===== src/rtl/dram_req_queue_if.sv =====
// rtl/dram_req_queue_if.sv - host request/response and controller user-port bundle
interface dram_req_queue_if #(
  parameter int ADDR_WIDTH = 12,
  parameter int DATA_WIDTH = 2
);
  logic                  req_valid;
  logic                  req_ready;
  logic                  req_cmd;
  logic [ADDR_WIDTH-1:0] req_addr;
  logic [DATA_WIDTH-1:0] req_wdata;
  logic                  rsp_valid;
  logic                  rsp_ready;
  logic [DATA_WIDTH-1:0] rsp_data;
  logic                  c_en;
  logic [ADDR_WIDTH-1:0] c_addr;
  logic                  c_cmd;
  logic [DATA_WIDTH-1:0] c_data_i;
  logic                  c_cmd_ack;
  logic                  c_busy;
  logic [DATA_WIDTH-1:0] c_data_o;
  logic                  c_data_valid;

  // the queue itself
  modport slave (
    input  req_valid, req_cmd, req_addr, req_wdata, rsp_ready,
    input  c_cmd_ack, c_busy, c_data_o, c_data_valid,
    output req_ready, rsp_valid, rsp_data, c_en, c_addr, c_cmd, c_data_i
  );

  // host plus controller side, as seen from outside the queue
  modport master (
    output req_valid, req_cmd, req_addr, req_wdata, rsp_ready,
    output c_cmd_ack, c_busy, c_data_o, c_data_valid,
    input  req_ready, rsp_valid, rsp_data, c_en, c_addr, c_cmd, c_data_i
  );
endinterface


===== src/rtl/dram_req_queue.sv =====
// rtl/dram_req_queue.sv - DRAM request queue, issue FSM and credit-protected response buffer
module dram_req_queue #(
  parameter int ADDR_WIDTH = 12,
  parameter int DATA_WIDTH = 2,
  parameter int CMD_DEPTH  = 4,
  parameter int RSP_DEPTH  = 4
) (
  input  logic                         u_clk,
  input  logic                         u_rst_n,
  dram_req_queue_if.slave              bus,
  output logic [$clog2(CMD_DEPTH):0]   cmd_level,
  output logic                         idle
);
  localparam int CPW = $clog2(CMD_DEPTH);
  localparam int RPW = $clog2(RSP_DEPTH);
  localparam int EW  = 1 + ADDR_WIDTH + DATA_WIDTH;
  localparam logic [CPW:0]   CMD_FULL = (CPW+1)'(CMD_DEPTH);
  localparam logic [RPW+1:0] RSP_LIM  = (RPW+2)'(RSP_DEPTH);

  typedef enum logic [1:0] {S_IDLE, S_ISSUE, S_WAIT} state_t;

  state_t state, state_nxt;

  logic [EW-1:0]         cmd_mem [CMD_DEPTH];
  logic [CPW-1:0]        cmd_wr_ptr, cmd_rd_ptr;
  logic [CPW:0]          cmd_count;
  logic [DATA_WIDTH-1:0] rsp_mem [RSP_DEPTH];
  logic [RPW-1:0]        rsp_wr_ptr, rsp_rd_ptr;
  logic [RPW:0]          rsp_count;
  logic [RPW:0]          rd_inflight;
  logic [RPW+1:0]        credit_used;
  logic [EW-1:0]         head;
  logic                  cmd_empty;
  logic                  cmd_push, cmd_pop;
  logic                  rsp_push, rsp_pop;
  logic                  head_is_read, head_issuable;

  assign cmd_empty     = (cmd_count == '0);
  assign bus.req_ready = (cmd_count != CMD_FULL);
  assign cmd_push      = bus.req_valid && bus.req_ready;
  assign cmd_pop       = (state == S_WAIT) && bus.c_cmd_ack && !cmd_empty;

  // The controller re-reads the user port live, so the head is shown
  // unregistered and forced to zero when nothing is queued.
  assign head = cmd_empty ? '0 : cmd_mem[cmd_rd_ptr];
  assign {bus.c_cmd, bus.c_addr, bus.c_data_i} = head;

  // A read may only leave once a response slot is guaranteed for it.
  assign head_is_read  = !head[EW-1];
  assign credit_used   = {1'b0, rsp_count} + {1'b0, rd_inflight};
  assign head_issuable = !head_is_read || (credit_used < RSP_LIM);

  // Enable covers controller-internal sequences (busy) as well as our own issue.
  assign bus.c_en = bus.c_busy | (state != S_IDLE);

  assign rsp_push      = bus.c_data_valid && (rd_inflight != '0);
  assign rsp_pop       = bus.rsp_valid && bus.rsp_ready;
  assign bus.rsp_valid = (rsp_count != '0);
  assign bus.rsp_data  = bus.rsp_valid ? rsp_mem[rsp_rd_ptr] : '0;

  assign cmd_level = cmd_count;
  assign idle      = cmd_empty && (state == S_IDLE) && (rd_inflight == '0) && !bus.c_busy;

  // Issue state register
  always_ff @(posedge u_clk or negedge u_rst_n) begin
    if (!u_rst_n) state <= S_IDLE;
    else          state <= state_nxt;
  end

  // Issue next-state: hold the head from ISSUE through the ack cycle
  always_comb begin
    state_nxt = state;
    case (state)
      S_IDLE:  if (!cmd_empty && !bus.c_busy && head_issuable) state_nxt = S_ISSUE;
      S_ISSUE: state_nxt = S_WAIT;
      S_WAIT:  if (bus.c_cmd_ack) state_nxt = S_IDLE;
      default: state_nxt = S_IDLE;
    endcase
  end

  // Command FIFO storage; empty entries are masked on the output side
  always_ff @(posedge u_clk) begin
    if (cmd_push) cmd_mem[cmd_wr_ptr] <= {bus.req_cmd, bus.req_addr, bus.req_wdata};
  end

  // Command FIFO pointers and occupancy
  always_ff @(posedge u_clk or negedge u_rst_n) begin
    if (!u_rst_n) begin
      cmd_wr_ptr <= '0;
      cmd_rd_ptr <= '0;
      cmd_count  <= '0;
    end else begin
      if (cmd_push) cmd_wr_ptr <= cmd_wr_ptr + CPW'(1);
      if (cmd_pop)  cmd_rd_ptr <= cmd_rd_ptr + CPW'(1);
      case ({cmd_push, cmd_pop})
        2'b10:   cmd_count <= cmd_count + (CPW+1)'(1);
        2'b01:   cmd_count <= cmd_count - (CPW+1)'(1);
        default: cmd_count <= cmd_count;
      endcase
    end
  end

  // Response FIFO storage
  always_ff @(posedge u_clk) begin
    if (rsp_push) rsp_mem[rsp_wr_ptr] <= bus.c_data_o;
  end

  // Response FIFO pointers, occupancy and outstanding-read credits
  always_ff @(posedge u_clk or negedge u_rst_n) begin
    if (!u_rst_n) begin
      rsp_wr_ptr  <= '0;
      rsp_rd_ptr  <= '0;
      rsp_count   <= '0;
      rd_inflight <= '0;
    end else begin
      if (rsp_push) rsp_wr_ptr <= rsp_wr_ptr + RPW'(1);
      if (rsp_pop)  rsp_rd_ptr <= rsp_rd_ptr + RPW'(1);
      case ({rsp_push, rsp_pop})
        2'b10:   rsp_count <= rsp_count + (RPW+1)'(1);
        2'b01:   rsp_count <= rsp_count - (RPW+1)'(1);
        default: rsp_count <= rsp_count;
      endcase
      case ({cmd_pop && head_is_read, rsp_push})
        2'b10:   rd_inflight <= rd_inflight + (RPW+1)'(1);
        2'b01:   rd_inflight <= rd_inflight - (RPW+1)'(1);
        default: rd_inflight <= rd_inflight;
      endcase
    end
  end
endmodule


===== src/flat_wrapper.sv =====
// flat-port wrapper written by rule: the top's interface ports become plain ports
module dram_req_queue_flat 
#(
  parameter int ADDR_WIDTH = 12,
  parameter int DATA_WIDTH = 2,
  parameter int CMD_DEPTH  = 4,
  parameter int RSP_DEPTH  = 4
)
  (u_clk, u_rst_n, cmd_level, idle, bus_req_valid, bus_req_cmd, bus_req_addr, bus_req_wdata, bus_rsp_ready, bus_c_cmd_ack, bus_c_busy, bus_c_data_o, bus_c_data_valid, bus_req_ready, bus_rsp_valid, bus_rsp_data, bus_c_en, bus_c_addr, bus_c_cmd, bus_c_data_i);
  dram_req_queue_if #(.ADDR_WIDTH(ADDR_WIDTH), .DATA_WIDTH(DATA_WIDTH)) bus_i ();
  input  logic u_clk;
  input  logic u_rst_n;
  output logic [$clog2(CMD_DEPTH):0] cmd_level;
  output logic idle;
  input wire logic [$bits(bus_i.req_valid)-1:0] bus_req_valid;
  input wire logic [$bits(bus_i.req_cmd)-1:0] bus_req_cmd;
  input wire logic [$bits(bus_i.req_addr)-1:0] bus_req_addr;
  input wire logic [$bits(bus_i.req_wdata)-1:0] bus_req_wdata;
  input wire logic [$bits(bus_i.rsp_ready)-1:0] bus_rsp_ready;
  input wire logic [$bits(bus_i.c_cmd_ack)-1:0] bus_c_cmd_ack;
  input wire logic [$bits(bus_i.c_busy)-1:0] bus_c_busy;
  input wire logic [$bits(bus_i.c_data_o)-1:0] bus_c_data_o;
  input wire logic [$bits(bus_i.c_data_valid)-1:0] bus_c_data_valid;
  output wire logic [$bits(bus_i.req_ready)-1:0] bus_req_ready;
  output wire logic [$bits(bus_i.rsp_valid)-1:0] bus_rsp_valid;
  output wire logic [$bits(bus_i.rsp_data)-1:0] bus_rsp_data;
  output wire logic [$bits(bus_i.c_en)-1:0] bus_c_en;
  output wire logic [$bits(bus_i.c_addr)-1:0] bus_c_addr;
  output wire logic [$bits(bus_i.c_cmd)-1:0] bus_c_cmd;
  output wire logic [$bits(bus_i.c_data_i)-1:0] bus_c_data_i;
  assign bus_i.req_valid = bus_req_valid;
  assign bus_i.req_cmd = bus_req_cmd;
  assign bus_i.req_addr = bus_req_addr;
  assign bus_i.req_wdata = bus_req_wdata;
  assign bus_i.rsp_ready = bus_rsp_ready;
  assign bus_i.c_cmd_ack = bus_c_cmd_ack;
  assign bus_i.c_busy = bus_c_busy;
  assign bus_i.c_data_o = bus_c_data_o;
  assign bus_i.c_data_valid = bus_c_data_valid;
  assign bus_req_ready = bus_i.req_ready;
  assign bus_rsp_valid = bus_i.rsp_valid;
  assign bus_rsp_data = bus_i.rsp_data;
  assign bus_c_en = bus_i.c_en;
  assign bus_c_addr = bus_i.c_addr;
  assign bus_c_cmd = bus_i.c_cmd;
  assign bus_c_data_i = bus_i.c_data_i;
  dram_req_queue #(.ADDR_WIDTH(ADDR_WIDTH), .DATA_WIDTH(DATA_WIDTH), .CMD_DEPTH(CMD_DEPTH), .RSP_DEPTH(RSP_DEPTH)) u_core (.u_clk(u_clk), .u_rst_n(u_rst_n), .bus(bus_i), .cmd_level(cmd_level), .idle(idle));
endmodule

===== config.mk =====
export PLATFORM = sky130hd
export DESIGN_NAME = dram_req_queue_flat
export DESIGN_NICKNAME = d
export VERILOG_FILES = /design/src/rtl/dram_req_queue_if.sv /design/src/rtl/dram_req_queue.sv /design/src/flat_wrapper.sv
export SDC_FILE = /design/constraint.sdc
export NUM_CORES = 1
export LEC_CHECK = 0
export CAP_MARGIN = 30
export CORE_MARGIN = 2
export CORE_UTILIZATION = 45
export DETAILED_ROUTE_END_ITERATION = 8
export PLACE_DENSITY = 0.81
export SYNTH_ARGS = -nofsm -noshare
export SYNTH_HDL_FRONTEND = slang
export SYNTH_SLANG_ARGS = --single-unit

===== constraint.sdc =====
create_clock -name u_clk -period 2.4 [get_ports u_clk]
set_clock_uncertainty 0.1 [all_clocks]
set_input_delay 0.36 -clock u_clk [delete_from_list [all_inputs] [get_ports u_clk]]
set_output_delay 0.36 -clock u_clk [all_outputs]
set_load 0.02 [all_outputs]

==> impl_metrics.yaml <==
route:
  ant_nets: 0
  first_iter_violations: 100
  vias: 1984
  wl_per_cell_um: 16.2
  drc: 0
  via_per_inst: 5.04
  first_pass_iters: 4
  totalWireLength_um: 6380
logic_synthesis:
  synth.area.mux_share: 0.118
  avgSynthCellArea_um2: 17.5
  netlist_area_um2: 3720
  synth_cells: 213
  synth-adder-area-share: 0.0599
  synth_top_family_by_area: "multiplexers"
  yosys.area_share.simple: 0.0771
  yosys_register_bits: 87
  ys_seq_area_frac: 0.677
  yosysWarnings: 0
  ys_types: 29
  synth_fp_nets: 253
  synth_compound_area_frac: 0.00404
  synth_xor_area_frac: 0.0353
clock_tree:
  htreeDepth: 3
  cts_tree: "done"
  clk_latency_ns: 0.35
  numCtsBuffers: 9
  clk_pin_slew_worst_paths_ns: 0.09
  cts_sinks: 87
  cts_buffer_depth: 2
  clock-root-buffer: "clkbuf_8"
run_status:
  status: "completed"
layout:
  final_common_cell: "edfxtp_1"
  mostFrequentLayoutCells: "edfxtp_1, clkdlybuf4s50_1, buf_4"
  instances_no_fill: 394
  nets: 324
  finalCoreUtilization: 0.574
  antenna_cells: 0
  drive_gt1_frac: 0.232
  syn_to_final_growth_pct: 25.0
power:
  power-per-cell-area_nw_per_um2: 1260
  peakVddDrop_mv: 0.791
  leakage_nw: 1.77
sta:
  hold_viol: 0
  setup_viol: 0
  timing.final.crit_share: 0.972
  fin_hold_ws_ns: 0.243
  worst_pin_slew_ns: 0.256
  max_freq_mhz: 429
  fin_ws_ns: 0.0673
  fin_crit_ns: 2.33
  drv_slew: 0
  slew_headroom: 0.828
  grt_setup_unrepaired: "true"
setup_path:
  endpoint_kind: "output port"
  startpoint_type: "register"
  cp_max_fo: 11
  cp_data_required_time_ns: 1.94
  worst_ep_arrival_time_ns: 1.87
  crit_type: "reg2out"
global_routing:
  grt_overflow: 0
  grt_pass1_wl_um: 10000
  grt_pass1_vias: 2086
  grt_max_degree: 20
  antenna_found_initial: 0
  grt_use_total: 0.154
floorplanning:
  dieWidth_um: 94.9
  rows: 33
  pin_count: 48
  start_util: 0.459
  die_area_um2: 9000
  core_area_um2: 8090
  die_y_um: 94.9
placed_design:
  place.gp.congestion: 0.734
  dp_slack_ns: -0.0262
  dp_hpwl_um: 4330
  dp_cells: 372
  io_buffers: 47
min_path:
  hold_class: "in2async"
job:
  drv_cap: 0
-- layer usage --
layer,GRT usage,share of wire
met5,0,0
met4,0.0580,0.011
met3,0.0367,0.041
met2,0.268,0.53
met1,0.187,0.42
-- report_power, final --
group | leakage [nW] | internal, mW | switching [mW]
sequential | 0.845 | 2.05 | 0.217
combinational | 0.826 | 1.23 | 1.26
clock | 0.103 | 0.592 | 0.512
-- worst max-delay path, cell delays in order (launching register included) --
cell and delay [ns]:
dfrtp_2 0.43, buf_12 0.16, mux4_2 0.50, nor2b_1 0.15, clkdlybuf4s15_1 0.30
-- synth_stat cells --
library cell / n / share of area
dfrtp_1: 19 / 0.13
or3_1: 3 / 0.0050
fa_1: 3 / 0.016
nor3b_1: 1 / 0.0020
nor2b_1: 16 / 0.027
mux4_1: 3 / 0.021
nor3_1: 4 / 0.0054
xor2_1: 9 / 0.021
mux2_4: 1 / 0.0040
and2_4: 1 / 0.0024
buf_6: 2 / 0.0061
a21oi_1: 1 / 0.0013
o21ai_0: 2 / 0.0027
or3b_4: 1 / 0.0030
nand3_1: 2 / 0.0027
mux2_2: 1 / 0.0030
nand3b_1: 2 / 0.0040
and3_1: 4 / 0.0067
xnor2_1: 6 / 0.014
clkbuf_1: 3 / 0.0030
mux4_2: 14 / 0.085
nand2_1: 2 / 0.0020
mux2i_1: 2 / 0.0054
ha_1: 13 / 0.044
nor2_1: 5 / 0.0050
and2_1: 7 / 0.012
inv_1: 16 / 0.016
buf_2: 2 / 0.0027
edfxtp_1: 68 / 0.55
-- repair_timing --
action	in CTS	in global routing
buffers inserted	0	6
endpoints found under the setup margin	18	15
hold buffers	0	0
gates resized for setup	25	22
pin swaps	0	3
-- final timing paths --
| check | cells past startpoint | slack [ns] | to | from |
|---|---|---|---|---|
| setup reg to reg | 8 | 0.12 | u_core.rd_inflight[2] | u_core.cmd_rd_ptr[0] |
| min in group u_clk | 1 | 0.40 | u_core.rsp_count[2] | u_core.rsp_count[2] |
| max in group asynchronous | 2 | 1.72 | u_core.cmd_rd_ptr[0] | u_rst_n |
| setup / recovery | 4 | 0.07 | bus_c_addr[8] | u_core.cmd_rd_ptr[0] |
| hold / removal | 2 | 0.24 | u_core.cmd_wr_ptr[0] | u_rst_n |
| hold reg to reg | 1 | 0.40 | u_core.rsp_count[2] | u_core.rsp_count[2] |
-- kinds of logic (layout without fill, tap and decap cells) --
family	after synthesis	in the layout
XOR/XNOR	15	15
multiplexers	21	21
buffers and inverters	23	99
adder cells (fa/ha/maj)	16	16
flip-flops	87	87
AND/OR/NAND/NOR	48	48
AO/OA/AOI/OAI	3	3
-- per-stage QoR --
stage / area [um^2] / setup TNS, ns / power (mW)
2_1_floorplan: 3720 / 0 / 3.86
3_3_place_gp: 4410 / 0 / 4.82
3_5_place_dp: 4410 / -0.0262 / 4.90
4_1_cts: 4620 / -0.0317 / 5.89
5_1_grt: 4650 / -0.0258 / 6.24
6_report: 4650 / 0 / 5.87
-- state kept, by name, summed over array words and instances, names as in the netlist --
name                flops
u_core.cmd_level        3
u_core.cmd_mem         60
u_core.cmd_rd_ptr       2
u_core.cmd_wr_ptr       2
u_core.rd_inflight      3
u_core.rsp_count        3
u_core.rsp_mem          8
u_core.rsp_rd_ptr       2
u_core.rsp_wr_ptr       2
u_core.state            2
-- area by class of cell --
type,count,area [um^2]
clock buffers,10,128
clock inverters,6,92.6
fillers,656,3440
inverters,16,60.1
multi-input cells,103,1110
flip-flops and latches,87,2520
well taps,105,131
repair buffers,67,603
No activity file was read; power rests on OpenSTA's default activity.
